===== src/rtl/vga_timing_pkg.sv =====
// vga_timing_pkg
// Shared 640x480@60 raster constants, decoder state encoding and a wrapping
// position-increment helper for the VGA sync decoder.
// Ports: none (package).
package vga_timing_pkg;

   localparam int unsigned H_TOTAL     = 800;
   localparam int unsigned V_TOTAL     = 525;
   localparam int unsigned H_ACTIVE    = 640;
   localparam int unsigned V_ACTIVE    = 480;
   localparam int unsigned HSYNC_START = 656;
   localparam int unsigned VSYNC_START = 490;

   localparam int unsigned POS_W    = 10;
   localparam int unsigned HCNT_W   = 11;
   localparam int unsigned LCNT_W   = 10;
   localparam int unsigned HCNT_SAT = 1023;

   typedef enum logic [1:0] {
      StSearch,
      StAcquire,
      StLocked
   } dec_state_e;

   // Increment a raster position, wrapping to 0 after the last value.
   function automatic logic [POS_W-1:0] wrap_inc(input logic [POS_W-1:0] pos,
                                                 input logic [POS_W-1:0] last);
      return (pos == last) ? '0 : pos + 1'b1;
   endfunction

endpackage


===== src/rtl/sync_edge_detect.sv =====
// sync_edge_detect
// Samples one active-low sync input and flags its falling edge.
// Build option: VGA_DEC_INPUT_SYNC_EN inserts a 2-flop synchronizer (reset to 1)
// ahead of the sampling register; otherwise the input is sampled directly.
// Ports:
//   i_clk   - pixel clock
//   i_rst_n - asynchronous active-low reset
//   i_sig   - raw sync input
//   o_fall  - high for one cycle when the sampled signal goes 1 -> 0
module sync_edge_detect (
   input  logic i_clk,
   input  logic i_rst_n,
   input  logic i_sig,
   output logic o_fall
);

   logic w_in;
   logic r_sample;
   logic r_prev;

`ifdef VGA_DEC_INPUT_SYNC_EN
   logic [1:0] r_sync;

   always_ff @(posedge i_clk or negedge i_rst_n) begin
      if (!i_rst_n) begin
         r_sync <= 2'b11;
      end else begin
         r_sync <= {r_sync[0], i_sig};
      end
   end

   assign w_in = r_sync[1];
`else
   assign w_in = i_sig;
`endif

   // History resets to 1 so no edge is seen on reset release.
   always_ff @(posedge i_clk or negedge i_rst_n) begin
      if (!i_rst_n) begin
         r_sample <= 1'b1;
         r_prev   <= 1'b1;
      end else begin
         r_sample <= w_in;
         r_prev   <= r_sample;
      end
   end

   assign o_fall = r_prev & ~r_sample;

endmodule


===== src/rtl/vga_sync_decoder.sv =====
// vga_sync_decoder
// Recovers raster position from active-low hsync/vsync, verifies line and frame
// lengths and reports lock, active video, frame start and timing errors.
// Build option: VGA_DEC_INPUT_SYNC_EN (in sync_edge_detect) adds a 2-flop input
// synchronizer, delaying every output by 2 further cycles.
// Ports:
//   clk_25M      - pixel clock
//   reset        - asynchronous active-low reset
//   hsync_in     - active-low horizontal sync
//   vsync_in     - active-low vertical sync
//   h_pos        - recovered horizontal position
//   v_pos        - recovered line number
//   locked       - timing verified
//   active_video - locked and inside the visible area
//   frame_start  - one-cycle pulse at (0,0) while locked
//   timing_error - one-cycle pulse on loss of lock or failed acquire
module vga_sync_decoder
   import vga_timing_pkg::*;
#(
   parameter int unsigned HTotal     = H_TOTAL,
   parameter int unsigned VTotal     = V_TOTAL,
   parameter int unsigned HActive    = H_ACTIVE,
   parameter int unsigned VActive    = V_ACTIVE,
   parameter int unsigned HsyncStart = HSYNC_START,
   parameter int unsigned VsyncStart = VSYNC_START
) (
   input  logic             clk_25M,
   input  logic             reset,
   input  logic             hsync_in,
   input  logic             vsync_in,
   output logic [POS_W-1:0] h_pos,
   output logic [POS_W-1:0] v_pos,
   output logic             locked,
   output logic             active_video,
   output logic             frame_start,
   output logic             timing_error
);

   localparam logic [HCNT_W-1:0] HCntLast  = HCNT_W'(HTotal - 1);
   localparam logic [HCNT_W-1:0] HCntSat   = HCNT_W'(HCNT_SAT);
   localparam logic [LCNT_W-1:0] LCntFrame = LCNT_W'(VTotal);
   localparam logic [LCNT_W-1:0] LCntSat   = '1;
   localparam logic [POS_W-1:0]  HLast     = POS_W'(HTotal - 1);
   localparam logic [POS_W-1:0]  VLast     = POS_W'(VTotal - 1);
   localparam logic [POS_W-1:0]  HAct      = POS_W'(HActive);
   localparam logic [POS_W-1:0]  VAct      = POS_W'(VActive);
   localparam logic [POS_W-1:0]  HLoad     = POS_W'(HsyncStart);
   localparam logic [POS_W-1:0]  VLoad     = POS_W'(VsyncStart);

   logic w_hs_fall;
   logic w_vs_fall;
   logic w_qual;
   logic w_line_err;
   logic w_frame_err;
   logic w_timeout;
   logic w_err;

   dec_state_e        r_state;
   dec_state_e        w_state_next;
   logic              r_vs_pend;
   logic              w_vs_pend_next;
   logic [HCNT_W-1:0] r_h_cnt;
   logic [HCNT_W-1:0] w_h_cnt_next;
   logic [LCNT_W-1:0] r_line_cnt;
   logic [LCNT_W-1:0] w_line_cnt_next;
   logic [POS_W-1:0]  r_h_pos;
   logic [POS_W-1:0]  w_h_pos_next;
   logic [POS_W-1:0]  r_v_pos;
   logic [POS_W-1:0]  w_v_pos_next;
   logic              r_locked;
   logic              r_active;
   logic              r_frame_start;
   logic              r_timing_error;

   sync_edge_detect u_hs_edge (
      .i_clk   (clk_25M),
      .i_rst_n (reset),
      .i_sig   (hsync_in),
      .o_fall  (w_hs_fall)
   );

   sync_edge_detect u_vs_edge (
      .i_clk   (clk_25M),
      .i_rst_n (reset),
      .i_sig   (vsync_in),
      .o_fall  (w_vs_fall)
   );

   // A vsync edge in the same cycle as hs_fall qualifies that hs_fall directly.
   assign w_qual      = w_hs_fall & (r_vs_pend | w_vs_fall);
   assign w_line_err  = w_hs_fall & (r_h_cnt != HCntLast);
   // r_line_cnt holds the lines since the previous qualified hs_fall.
   assign w_frame_err = w_qual & (r_line_cnt != LCntFrame);
   assign w_timeout   = (r_h_cnt == HCntSat);

   always_comb begin
      w_vs_pend_next = r_vs_pend;
      w_h_cnt_next   = r_h_cnt;
      w_line_cnt_next = r_line_cnt;
      w_h_pos_next   = wrap_inc(r_h_pos, HLast);
      w_v_pos_next   = r_v_pos;

      if (w_hs_fall) begin
         w_vs_pend_next = 1'b0;
      end else if (w_vs_fall) begin
         w_vs_pend_next = 1'b1;
      end

      if (w_hs_fall) begin
         w_h_cnt_next = '0;
      end else if (r_h_cnt != HCntSat) begin
         w_h_cnt_next = r_h_cnt + 1'b1;
      end

      // Restart at 1 so the current line is already counted.
      if (w_qual) begin
         w_line_cnt_next = LCNT_W'(1);
      end else if (w_hs_fall && (r_line_cnt != LCntSat)) begin
         w_line_cnt_next = r_line_cnt + 1'b1;
      end

      if (w_hs_fall) begin
         w_h_pos_next = HLoad;
      end

      if (w_qual) begin
         w_v_pos_next = VLoad;
      end else if (w_hs_fall) begin
         w_v_pos_next = wrap_inc(r_v_pos, VLast);
      end
   end

   always_comb begin
      w_state_next = r_state;
      w_err        = 1'b0;
      unique case (r_state)
         StSearch: begin
            if (w_qual) begin
               w_state_next = StAcquire;
            end
         end
         StAcquire: begin
            if (w_line_err || w_frame_err || w_timeout) begin
               w_err        = 1'b1;
               w_state_next = StSearch;
            end else if (w_qual) begin
               w_state_next = StLocked;
            end
         end
         StLocked: begin
            if (w_line_err || w_frame_err || w_timeout) begin
               w_err        = 1'b1;
               w_state_next = StSearch;
            end
         end
         default: w_state_next = StSearch;
      endcase
   end

   // Flags are derived from next-state values so they line up with h_pos/v_pos.
   always_ff @(posedge clk_25M or negedge reset) begin
      if (!reset) begin
         r_state        <= StSearch;
         r_vs_pend      <= 1'b0;
         r_h_cnt        <= '0;
         r_line_cnt     <= '0;
         r_h_pos        <= '0;
         r_v_pos        <= '0;
         r_locked       <= 1'b0;
         r_active       <= 1'b0;
         r_frame_start  <= 1'b0;
         r_timing_error <= 1'b0;
      end else begin
         r_state        <= w_state_next;
         r_vs_pend      <= w_vs_pend_next;
         r_h_cnt        <= w_h_cnt_next;
         r_line_cnt     <= w_line_cnt_next;
         r_h_pos        <= w_h_pos_next;
         r_v_pos        <= w_v_pos_next;
         r_locked       <= (w_state_next == StLocked);
         r_active       <= (w_state_next == StLocked) && (w_h_pos_next < HAct) &&
                           (w_v_pos_next < VAct);
         r_frame_start  <= (w_state_next == StLocked) && (w_h_pos_next == '0) &&
                           (w_v_pos_next == '0);
         r_timing_error <= w_err;
      end
   end

   assign h_pos        = r_h_pos;
   assign v_pos        = r_v_pos;
   assign locked       = r_locked;
   assign active_video = r_active;
   assign frame_start  = r_frame_start;
   assign timing_error = r_timing_error;

endmodule


===== config.mk =====
export PLATFORM = sky130hd
export DESIGN_NAME = vga_sync_decoder
export DESIGN_NICKNAME = d
export VERILOG_FILES = /design/src/rtl/vga_timing_pkg.sv /design/src/rtl/sync_edge_detect.sv /design/src/rtl/vga_sync_decoder.sv
export SDC_FILE = /design/constraint.sdc
export NUM_CORES = 1
export LEC_CHECK = 0
export BUFFER_PORTS_ARGS = -buffer_cell sky130_fd_sc_hd__buf_4
export CORE_AREA = 2 2 87 89
export CTS_CLUSTER_DIAMETER = 60
export DETAILED_ROUTE_END_ITERATION = 16
export DIE_AREA = 0 0 89 91
export GPL_TIMING_DRIVEN = 0
export HOLD_SLACK_MARGIN = 0.15
export RECOVER_POWER = 100
export REMOVE_ABC_BUFFERS = 1
export SLEW_MARGIN = 5
export SYNTH_ARGS = -nofsm -noshare
export SYNTH_HDL_FRONTEND = slang
export SYNTH_SLANG_ARGS = --single-unit
export TNS_END_PERCENT = 10

===== constraint.sdc =====
create_clock -name clk_25M -period 1.7 [get_ports clk_25M]
set_input_delay 0.17 -clock clk_25M [delete_from_list [all_inputs] [get_ports clk_25M]]
set_output_delay 0.17 -clock clk_25M [all_outputs]
set_load 0.01 [all_outputs]

==> flow_summary.yaml, run 1 <==
synth:
  synth_fa_ha_area_share_pct: 4.52
  syn_avg_cell_area_um2: 9.30
  synth-xor-area-share_pct: 6.96
  synthFlopType: "dfrtp_1"
  synth_simple_gate_area_share_pct: 24.6
  ys_seq_area_share_pct: 47.2
  synth_compound_gate_area_share_pct: 12.3
  synthDistinctLibCells: 45
  synth_top_family_by_area: "simple AND/OR/NAND/NOR gates"
  synth_cells: 298
  synthMuxAreaShare_pct: 1.13
  yosys_warnings: 0
  netlist_area_um2: 2770
  synth-edff-count: 0
  synth_seq_cells: 52
  async_flop_share_pct: 100
global_route:
  track_usage_pct: 18.2
  grt_pass1_vias: 2386
  gr-total-overflow: 0
  grt_pass1_wl_mm: 11.6
  antenna_found_initial: 0
  grt_start_max_net_pins: 53
setup_path:
  critPathMaxStageDelay_ns: 0.44
  r2r_end: "frame_start$_DFF_PN0_"
  worstPathArrival_ns: 2.16
  critPathKind: "reg -> reg"
  start_kind: "flop"
  worstPathMaxFanout: 2
  ff2ff_path_depth: 8
  r2r-start: "v_pos[0]$_DFF_PN0_"
  critPathBufInv: 1
  ff2ff_setup_slack_ns: -0.21
  cp-end-kind: "flop"
  path_cells: "inv_2 -> ha_4 -> nor3b_4 -> nand4_2 -> a21o_1 -> a211o_1 -> nor4_2 -> and4b_1"
  worst_ep_required_time_ns: 1.95
  worst_path_max_delay_cell: "dfrtp_2"
  crit_family: "simple AND/OR/NAND/NOR gates"
placement:
  port_buffers: 27
  dp_cells: 414
  dp_hpwl_mm: 4.12
  gp_congestion: 0.884
power_and_ir_drop:
  power_mw: 3.64
  power.density_nw_per_um2: 1000
  p_leak_nw: 1.58
  ir_drop_mv: 0.499
routing:
  ant_nets: 0
  wl_per_cell_um: 15.3
  via_per_inst: 5.35
  drc: 0
  drt_iter0_markers: 87
  firstDrtPassIters: 4
  vias: 2411
  wl_mm: 6.89
die:
  io_pins: 28
  die_w_um: 89
  rows: 31
  die_y_um: 91
  start_util_pct: 38.8
  coreArea_um2: 7140
  dieArea_um2: 8100
cells_and_area:
  final_cell_mix: "dfrtp_1 (42), nor2_1 (39), buf_4 (36), nand2_1 (26), o21ai_0 (13)"
  areaGrowthSynthToFinish_pct: 31.3
  fin_nets: 365
  final_common_cell: "dfrtp_1"
  diodes: 0
  fin_util_pct: 50.9
  fin_cells: 451
  drive_above_1_share_pct: 28.7
timing:
  finalSetupViolations: 4
  setup_tns_ns: -0.325
  fin_crit_sh_pct: 112
  rsz0062_at_grt: "yes"
  final_hold_viol_count: 0
  relSlewSlack_pct: 14.9
  final.min_clock_period_ns: 1.91
  fin_ws_ns: -0.209
  slew_violations: 0
  hold_ws_ns: 0.399
  max_freq_mhz: 524
  tightest_slew_ns: 1.28
  finClkSkew_ns: 0.00407
clocking:
  clkTransAtPathRegs_ns: 0.10
  insertion_delay_ns: 0.31
  tritoncts: "yes"
  numCtsBuffers: 5
  htree_levels: 2
  cts_root_buffer: "clkbuf_8"
  clockBufferDepth: 2
  clock_sinks: 52
job:
  drv_cap: 0
hold_path:
  whs_path_depth: 0
  worstHoldStart: "u_vs_edge.r_sample$_DFF_PN1_"
  min_to: "u_vs_edge.r_prev$_DFF_PN1_"
  hold_class: "reg -> reg"
run_status:
  violations: "setup timing"
  status: "finished, violations left"
## sequential cells by signal, indices dropped and copies added, names as in the netlist
signal and cells:
active_video 1, frame_start 1, h_pos 10, locked 1
r_h_cnt 11, r_line_cnt 10, r_state 2, r_vs_pend 1
timing_error 1, u_hs_edge.r_prev 1, u_hs_edge.r_sample 1, u_vs_edge.r_prev 1
u_vs_edge.r_sample 1, v_pos 10
## through the flow
| stage | worst slack, ns | cell area, µm² |
|---|---|---|
| after floorplan | -0.624 | 2730 |
| after global placement | -1.41 | 3050 |
| after detailed placement | -0.925 | 3070 |
| after CTS | -0.133 | 3550 |
| after global routing | -0.242 | 3640 |
| final | -0.209 | 3640 |
## routing by layer
layer	wire length (µm)	up-vias	part of all wire, %	track usage, %
met2	3460	45	50	29.7
met1	3080	1183	45	24.3
met5	0	-	0	0
met4	179	0	2.6	6.09
met3	160	14	2.3	2.91
li1	-	1169	-	-
## logic make-up (layout without fill, tap and decap cells)
logic type | Yosys count | in the layout
AND/OR/NAND/NOR | 134 | 135
AO/OA/AOI/OAI | 53 | 53
flip-flops | 52 | 52
buffers and inverters | 24 | 77
XOR/XNOR | 22 | 22
adder cells (fa/ha/maj) | 10 | 10
multiplexers | 3 | 3
## report_power, final
part / total, mW / internal, mW / switching, mW
registers: 1.58 / 1.39 / 0.198
clock network: 1.16 / 0.736 / 0.426
logic: 0.898 / 0.436 / 0.463
total: 3.64 / 2.56 / 1.09
## cell usage after synthesis (4+ instances only)
cell type / n / share of area, %
xnor2_1: 11 / 3.5
nand3_1: 14 / 2.5
clkbuf_1: 9 / 1.2
ha_1: 10 / 4.5
nand4_1: 12 / 2.7
nor3_1: 7 / 1.3
a21oi_1: 11 / 2.0
o21ai_0: 13 / 2.3
nor2_1: 42 / 5.7
nor4_1: 4 / 0.90
a31oi_1: 9 / 2.0
nand2_1: 28 / 3.8
inv_1: 13 / 1.8
dfstp_2: 4 / 3.8
xor2_1: 11 / 3.5
and3_1: 9 / 2.0
dfrtp_1: 48 / 43
## how the worst max path moves through the flow
stage	endpoint	start	cells after the start	slack [ns]
after floorplan	frame_start$_DFF_PN0_	u_hs_edge.r_prev$_DFF_PN1_	6	-0.62
after global placement	frame_start$_DFF_PN0_	u_hs_edge.r_prev$_DFF_PN1_	6	-1.41
after detailed placement	frame_start$_DFF_PN0_	u_hs_edge.r_prev$_DFF_PN1_	6	-0.93
after CTS	frame_start$_DFF_PN0_	v_pos[0]$_DFF_PN0_	8	-0.13
after global routing	frame_start$_DFF_PN0_	h_pos[1]$_DFF_PN0_	7	-0.24
final	frame_start$_DFF_PN0_	v_pos[0]$_DFF_PN0_	8	-0.21
## timing repair
item	CTS	global route
buffers inserted	24	1
endpoints found under the setup margin	28	23
hold buffers	3	0
gates cloned	1	0
resized for setup	27	28
pin swaps	19	16
hold endpoints to repair	50	0
## cell type report
cell class | instances | area, µm²
clock buffers | 5 | 68.8
clock inverters | 3 | 90.1
fillers | 671 | 3500
inverters | 13 | 48.8
multi-input cells | 223 | 1590
flip-flops and latches | 52 | 1310
well taps | 99 | 124
repair buffers | 56 | 403
Note: power is estimated with default switching activity, not from simulation.
==> inputs of run 2 (changes only) <==
--- a/config.mk
+++ b/config.mk
@@ -11,8 +11,7 @@
 export DETAILED_ROUTE_END_ITERATION = 16
 export DIE_AREA = 0 0 89 91
 export GPL_TIMING_DRIVEN = 0
-export HOLD_SLACK_MARGIN = 0.15
-export RECOVER_POWER = 100
+export HOLD_SLACK_MARGIN = 0.12
 export REMOVE_ABC_BUFFERS = 1
 export SLEW_MARGIN = 5
 export SYNTH_ARGS = -nofsm -noshare
==> run 2 against run 1 <==
Effect of this change:
- the flow still finishes with violations (setup timing)
- cell area is 1.2% higher
- highest routed layer unchanged
- critical path type unchanged
- maximum frequency is 0.24% lower
- count of clock-buffer cells in the layout stayed put
- sequential share of layout area is 0.40 points lower
==> flow_summary.yaml, run 2 (synthesis gave the netlist of run 1 again) <==
run_status:
  status: "finished, violations left"
  violations: "setup timing"
global_route:
  grt_start_max_net_pins: 53
  grt_pass1_vias: 2386
  gr-total-overflow: 0
  grt_pass1_wl_mm: 11.6
  track_usage_pct: 18.2
  antenna_found_initial: 0
power_and_ir_drop:
  ir_drop_mv: 0.500
  p_leak_nw: 1.62
  power.density_nw_per_um2: 994
timing:
  final_hold_viol_count: 0
  finClkSkew_ns: 0.00408
  slew_violations: 0
  setup_tns_ns: -0.318
  tightest_slew_ns: 0.655
  relSlewSlack_pct: 56.3
  finalSetupViolations: 4
  fin_crit_sh_pct: 113
  fin_ws_ns: -0.213
  final.min_clock_period_ns: 1.91
  max_freq_mhz: 523
  rsz0062_at_grt: "yes"
cells_and_area:
  final_cell_mix: "buf_4 (49), dfrtp_1 (41), nor2_1 (39), nand2_1 (26), o21ai_0 (13)"
  largest-register: "r_h_cnt"
  largest_register_ffs: 11
  final_common_cell: "buf_4"
  fin_cells: 451
  areaGrowthSynthToFinish_pct: 32.8
  drive_above_1_share_pct: 32.4
  fin_nets: 365
  finish.instance_area_um2: 3680
  diodes: 0
placement:
  port_buffers: 27
  dp_cells: 414
  gp_congestion: 0.884
  placed_area_um2: 3070
  dp_hpwl_mm: 4.12
clocking:
  cts_root_buffer: "clkbuf_8"
  tritoncts: "yes"
  clockBufferDepth: 2
  insertion_delay_ns: 0.31
  clkTransAtPathRegs_ns: 0.10
  clock_sinks: 52
  numCtsBuffers: 5
  htree_levels: 2
die:
  start_util_pct: 38.8
  dieArea_um2: 8100
  rows: 31
  die_w_um: 89
  io_pins: 28
  coreArea_um2: 7140
  die_y_um: 91
setup_path:
  r2r-start: "v_pos[0]$_DFF_PN0_"
  critPathKind: "reg -> reg"
  cp-end-kind: "flop"
  start_kind: "flop"
  ff2ff_path_depth: 8
  ff2ff_setup_slack_ns: -0.21
  worst_path_max_delay_cell: "dfrtp_2"
  critPathMaxStageDelay_ns: 0.44
  r2r_end: "frame_start$_DFF_PN0_"
  worstPathMaxFanout: 2
  path_cells: "inv_2 -> ha_4 -> nor3b_4 -> nand4_2 -> a21o_1 -> a211o_1 -> nor4_2 -> and4b_1"
  worstPathArrival_ns: 2.16
  worst_ep_required_time_ns: 1.95
hold_path:
  hold_class: "reg -> reg"
  whs_path_depth: 0
  worstHoldStart: "u_vs_edge.r_sample$_DFF_PN1_"
  min_to: "u_vs_edge.r_prev$_DFF_PN1_"
routing:
  wl_mm: 6.88
  firstDrtPassIters: 4
  via_per_inst: 5.35
  vias: 2413
  wl_per_cell_um: 15.3
  drc: 0
  ant_nets: 0
  drt_iter0_markers: 92
job:
  drv_cap: 0
==> run 2: changes by cell type in the layout (fill, tap and decap cells not counted), sizes merged <==
cell    delta
clkbuf    -13
buf       +13
==> run 2: worst max-delay path by stage <==
stage | startpoint | end | slack, ns
after floorplan | u_hs_edge.r_prev$_DFF_PN1_ | frame_start$_DFF_PN0_ | -0.62
after global placement | u_hs_edge.r_prev$_DFF_PN1_ | frame_start$_DFF_PN0_ | -1.41
after detailed placement | u_hs_edge.r_prev$_DFF_PN1_ | frame_start$_DFF_PN0_ | -0.93
after CTS | v_pos[0]$_DFF_PN0_ | frame_start$_DFF_PN0_ | -0.13
after global routing | h_pos[1]$_DFF_PN0_ | frame_start$_DFF_PN0_ | -0.24
final | v_pos[0]$_DFF_PN0_ | frame_start$_DFF_PN0_ | -0.21
==> run 2: cell type report <==
class | count | area, µm²
Sequential cell | 52 | 1320
Tap cell | 99 | 124
Clock buffer | 5 | 68.8
Fill cell | 663 | 3460
Inverter | 13 | 48.8
Multi-Input combinational cell | 223 | 1590
Clock inverter | 3 | 90.1
Timing Repair Buffer | 56 | 443
==> run 2: stage by stage <==
stage	setup WS, ns	hold slack [ns]	utilization (%)	power, mW
final	-0.213	0.399	51.6	3.66
after global placement	-1.41	0.249	42.8	2.25
after CTS	-0.133	0.388	49.8	3.60
after global routing	-0.242	0.409	51.6	3.87
after detailed placement	-0.925	0.251	43.0	2.27
after floorplan	-0.624	-0.126	-	2.00
==> run 2: worst max-delay path: cells and delay by family (launching register included) <==
kind	cells	cell delay, ns
DFF	1	0.44
adders and majority gates	1	0.12
and+or+nand+nor	4	0.73
AOI/OAI and AO/OA	2	0.49
buffers and inverters	1	0.07
==> run 2: where the power goes <==
group / leakage (nW) / internal (mW) / switching, mW
Sequential: 0.639 / 1.39 / 0.198
Clock: 0.0784 / 0.736 / 0.428
Combinational: 0.904 / 0.447 / 0.463
==> run 2: routing by layer <==
layer / track usage [%] / wire length, µm / vias to the layer above
met2: 29.7 / 3480 / 51
met5: 0 / 0 / -
met3: 2.91 / 254 / 10
met1: 24.3 / 3010 / 1185
met4: 6.09 / 142 / 0
li1: - / - / 1167
==> run 2: what timing repair did <==
item | CTS | global route
gates resized for setup | 27 | 28
hold buffers | 3 | 0
setup endpoints to repair | 28 | 23
endpoints found under the hold margin | 50 | 0
buffers inserted | 24 | 1
pin swaps | 19 | 16
gates cloned | 1 | 0
==> inputs of run 3 (changes only) <==
--- a/config.mk
+++ b/config.mk
@@ -13,6 +13,7 @@
 export GPL_TIMING_DRIVEN = 0
 export HOLD_SLACK_MARGIN = 0.12
 export REMOVE_ABC_BUFFERS = 1
+export SETUP_SLACK_MARGIN = 0.02
 export SLEW_MARGIN = 5
 export SYNTH_ARGS = -nofsm -noshare
 export SYNTH_HDL_FRONTEND = slang
==> run 3 against run 2 <==
Effect of this change:
- the flow still finishes with violations (setup timing)
- largest cell class unchanged
- combinational power is essentially flat
- critical path type unchanged
- flip-flop and latch count is the same
- final cell count is the same
==> flow_summary.yaml, run 3 (synthesis gave the netlist of run 1 again) <==
run_status:
  status: "finished, violations left"
  violations: "setup timing"
clocking:
  clockBufferDepth: 2
  clock_sinks: 52
  clkTransAtPathRegs_ns: 0.10
  numCtsBuffers: 5
  insertion_delay_ns: 0.31
  htree_levels: 2
  cts_root_buffer: "clkbuf_8"
  tritoncts: "yes"
timing:
  max_freq_mhz: 523
  rsz0062_at_grt: "yes"
  finalSetupViolations: 4
  final_hold_viol_count: 0
  hold_ws_ns: 0.400
  slew_violations: 0
  setup_tns_ns: -0.321
  final.min_clock_period_ns: 1.91
  finClkSkew_ns: 0.00445
  relSlewSlack_pct: 56.2
  tightest_slew_ns: 0.657
  fin_ws_ns: -0.212
  fin_crit_sh_pct: 112
power_and_ir_drop:
  swShare_pct: 29.7
  combPwrFrac_pct: 24.9
  power_frac_seq_pct: 43.3
  p_int_mw: 2.57
  p_leak_nw: 1.62
  clockPowerShare_pct: 31.8
  power.density_nw_per_um2: 993
  ir_drop_mv: 0.500
  switching_power_mw: 1.09
setup_path:
  worst_path_max_delay_cell: "dfrtp_2"
  worstPathArrival_ns: 2.16
  critPathMaxStageDelay_ns: 0.44
  critPathKind: "reg -> reg"
  critPathBufInv: 1
  cp-end-kind: "flop"
  worstPathMaxFanout: 2
  crit_family: "simple AND/OR/NAND/NOR gates"
  worst_ep_required_time_ns: 1.95
  path_cells: "inv_2 -> ha_4 -> nor3b_4 -> nand4_2 -> a21o_1 -> a211o_1 -> nor4_2 -> and4b_1"
  start_kind: "flop"
die:
  dieArea_um2: 8100
  die_w_um: 89
  die_y_um: 91
  coreArea_um2: 7140
  io_pins: 28
  start_util_pct: 38.8
  rows: 31
job:
  drv_cap: 0
global_route:
  antenna_found_initial: 0
  globalRouteMet1Util_pct: 24.3
  track_usage_pct: 18.2
  grt_pass1_vias: 2386
  grt_start_max_net_pins: 53
  use_met3_pct: 2.91
  top_usage_layer: "met2"
  use_met2_pct: 29.7
  grt_pass1_wl_mm: 11.6
  gr-total-overflow: 0
cells_and_area:
  drive_above_1_share_pct: 32.4
  areaGrowthSynthToFinish_pct: 33.0
  finish.instance_area_um2: 3680
  final_common_cell: "buf_4"
  diodes: 0
  largest_register_ffs: 11
  final_cell_mix: "buf_4 (48), dfrtp_1 (41), nor2_1 (39), nand2_1 (26), o21ai_0 (13)"
  fin_util_pct: 51.6
  largest-register: "r_h_cnt"
  fin_nets: 365
hold_path:
  hold_class: "reg -> reg"
routing:
  wl_per_cell_um: 15.2
  vias: 2422
  via_per_inst: 5.37
  drc: 0
  ant_nets: 0
  wl_mm: 6.88
  drt_iter0_markers: 94
  firstDrtPassIters: 4
placement:
  port_buffers: 27
  gp_congestion: 0.884
  dp_hpwl_mm: 4.12
  placed_area_um2: 3070
run 3: path summary, 6_finish.rpt:
path	from	to	slack [ns]	depth (start not counted)
max	v_pos[0]$_DFF_PN0_	frame_start$_DFF_PN0_	-0.21	8
min	u_vs_edge.r_sample$_DFF_PN1_	u_vs_edge.r_prev$_DFF_PN1_	0.40	0
max reg2reg	v_pos[0]$_DFF_PN0_	frame_start$_DFF_PN0_	-0.21	8
min reg2reg	u_vs_edge.r_sample$_DFF_PN1_	u_vs_edge.r_prev$_DFF_PN1_	0.40	0
max in group asynchronous	reset	v_pos[4]$_DFF_PN0_	0.80	2
min in group asynchronous	reset	h_pos[1]$_DFF_PN0_	0.42	2
run 3: layout make-up:
type                            instances  area, µm²
Fill cell                             664       3450
Sequential cell                        52       1320
Inverter                               13       48.8
Multi-Input combinational cell        223       1590
Clock buffer                            5       68.8
Clock inverter                          3       90.1
Timing Repair Buffer                   56        447
Tap cell                               99        124
run 3: layer usage:
| layer | share of wire, % | vias up |
|---|---|---|
| li1 | - | 1167 |
| met2 | 51 | 62 |
| met5 | 0 | - |
| met1 | 43 | 1183 |
| met4 | 2.1 | 0 |
| met3 | 3.9 | 10 |
run 3: worst register-to-register path: stages (launching register included):
cell     delay (ns)
dfrtp_2        0.44
inv_2          0.07
ha_4           0.12
nor3b_4        0.18
nand4_2        0.13
a21o_1         0.19
a211o_1        0.30
nor4_2         0.20
and4b_1        0.22
run 3: what timing repair did:
action                     CTS  global route
hold endpoints to repair    50             0
setup endpoints to repair   28            27
hold buffers                 3             0
gates cloned                 1             0
pin swaps                   19            17
buffers inserted            24             1
gates resized for setup     27            29
run 3: power groups by stage:
stage | Sequential, mW | Combinational [mW] | Clock (mW)
after floorplan | 1.59 | 0.413 | 0
after global placement | 1.59 | 0.656 | 0
after detailed placement | 1.60 | 0.672 | 0
after CTS | 1.56 | 0.857 | 1.18
after global routing | 1.61 | 1.03 | 1.23
final | 1.58 | 0.911 | 1.16
run 3: stage by stage:
stage | std cells | worst slack (ns) | power (mW)
3_3_place_gp | 413 | -1.41 | 2.25
2_1_floorplan | 287 | -0.624 | 2.00
6_report | 451 | -0.212 | 3.66
3_5_place_dp | 414 | -0.925 | 2.27
5_1_grt | 451 | -0.242 | 3.87
4_1_cts | 450 | -0.133 | 3.60
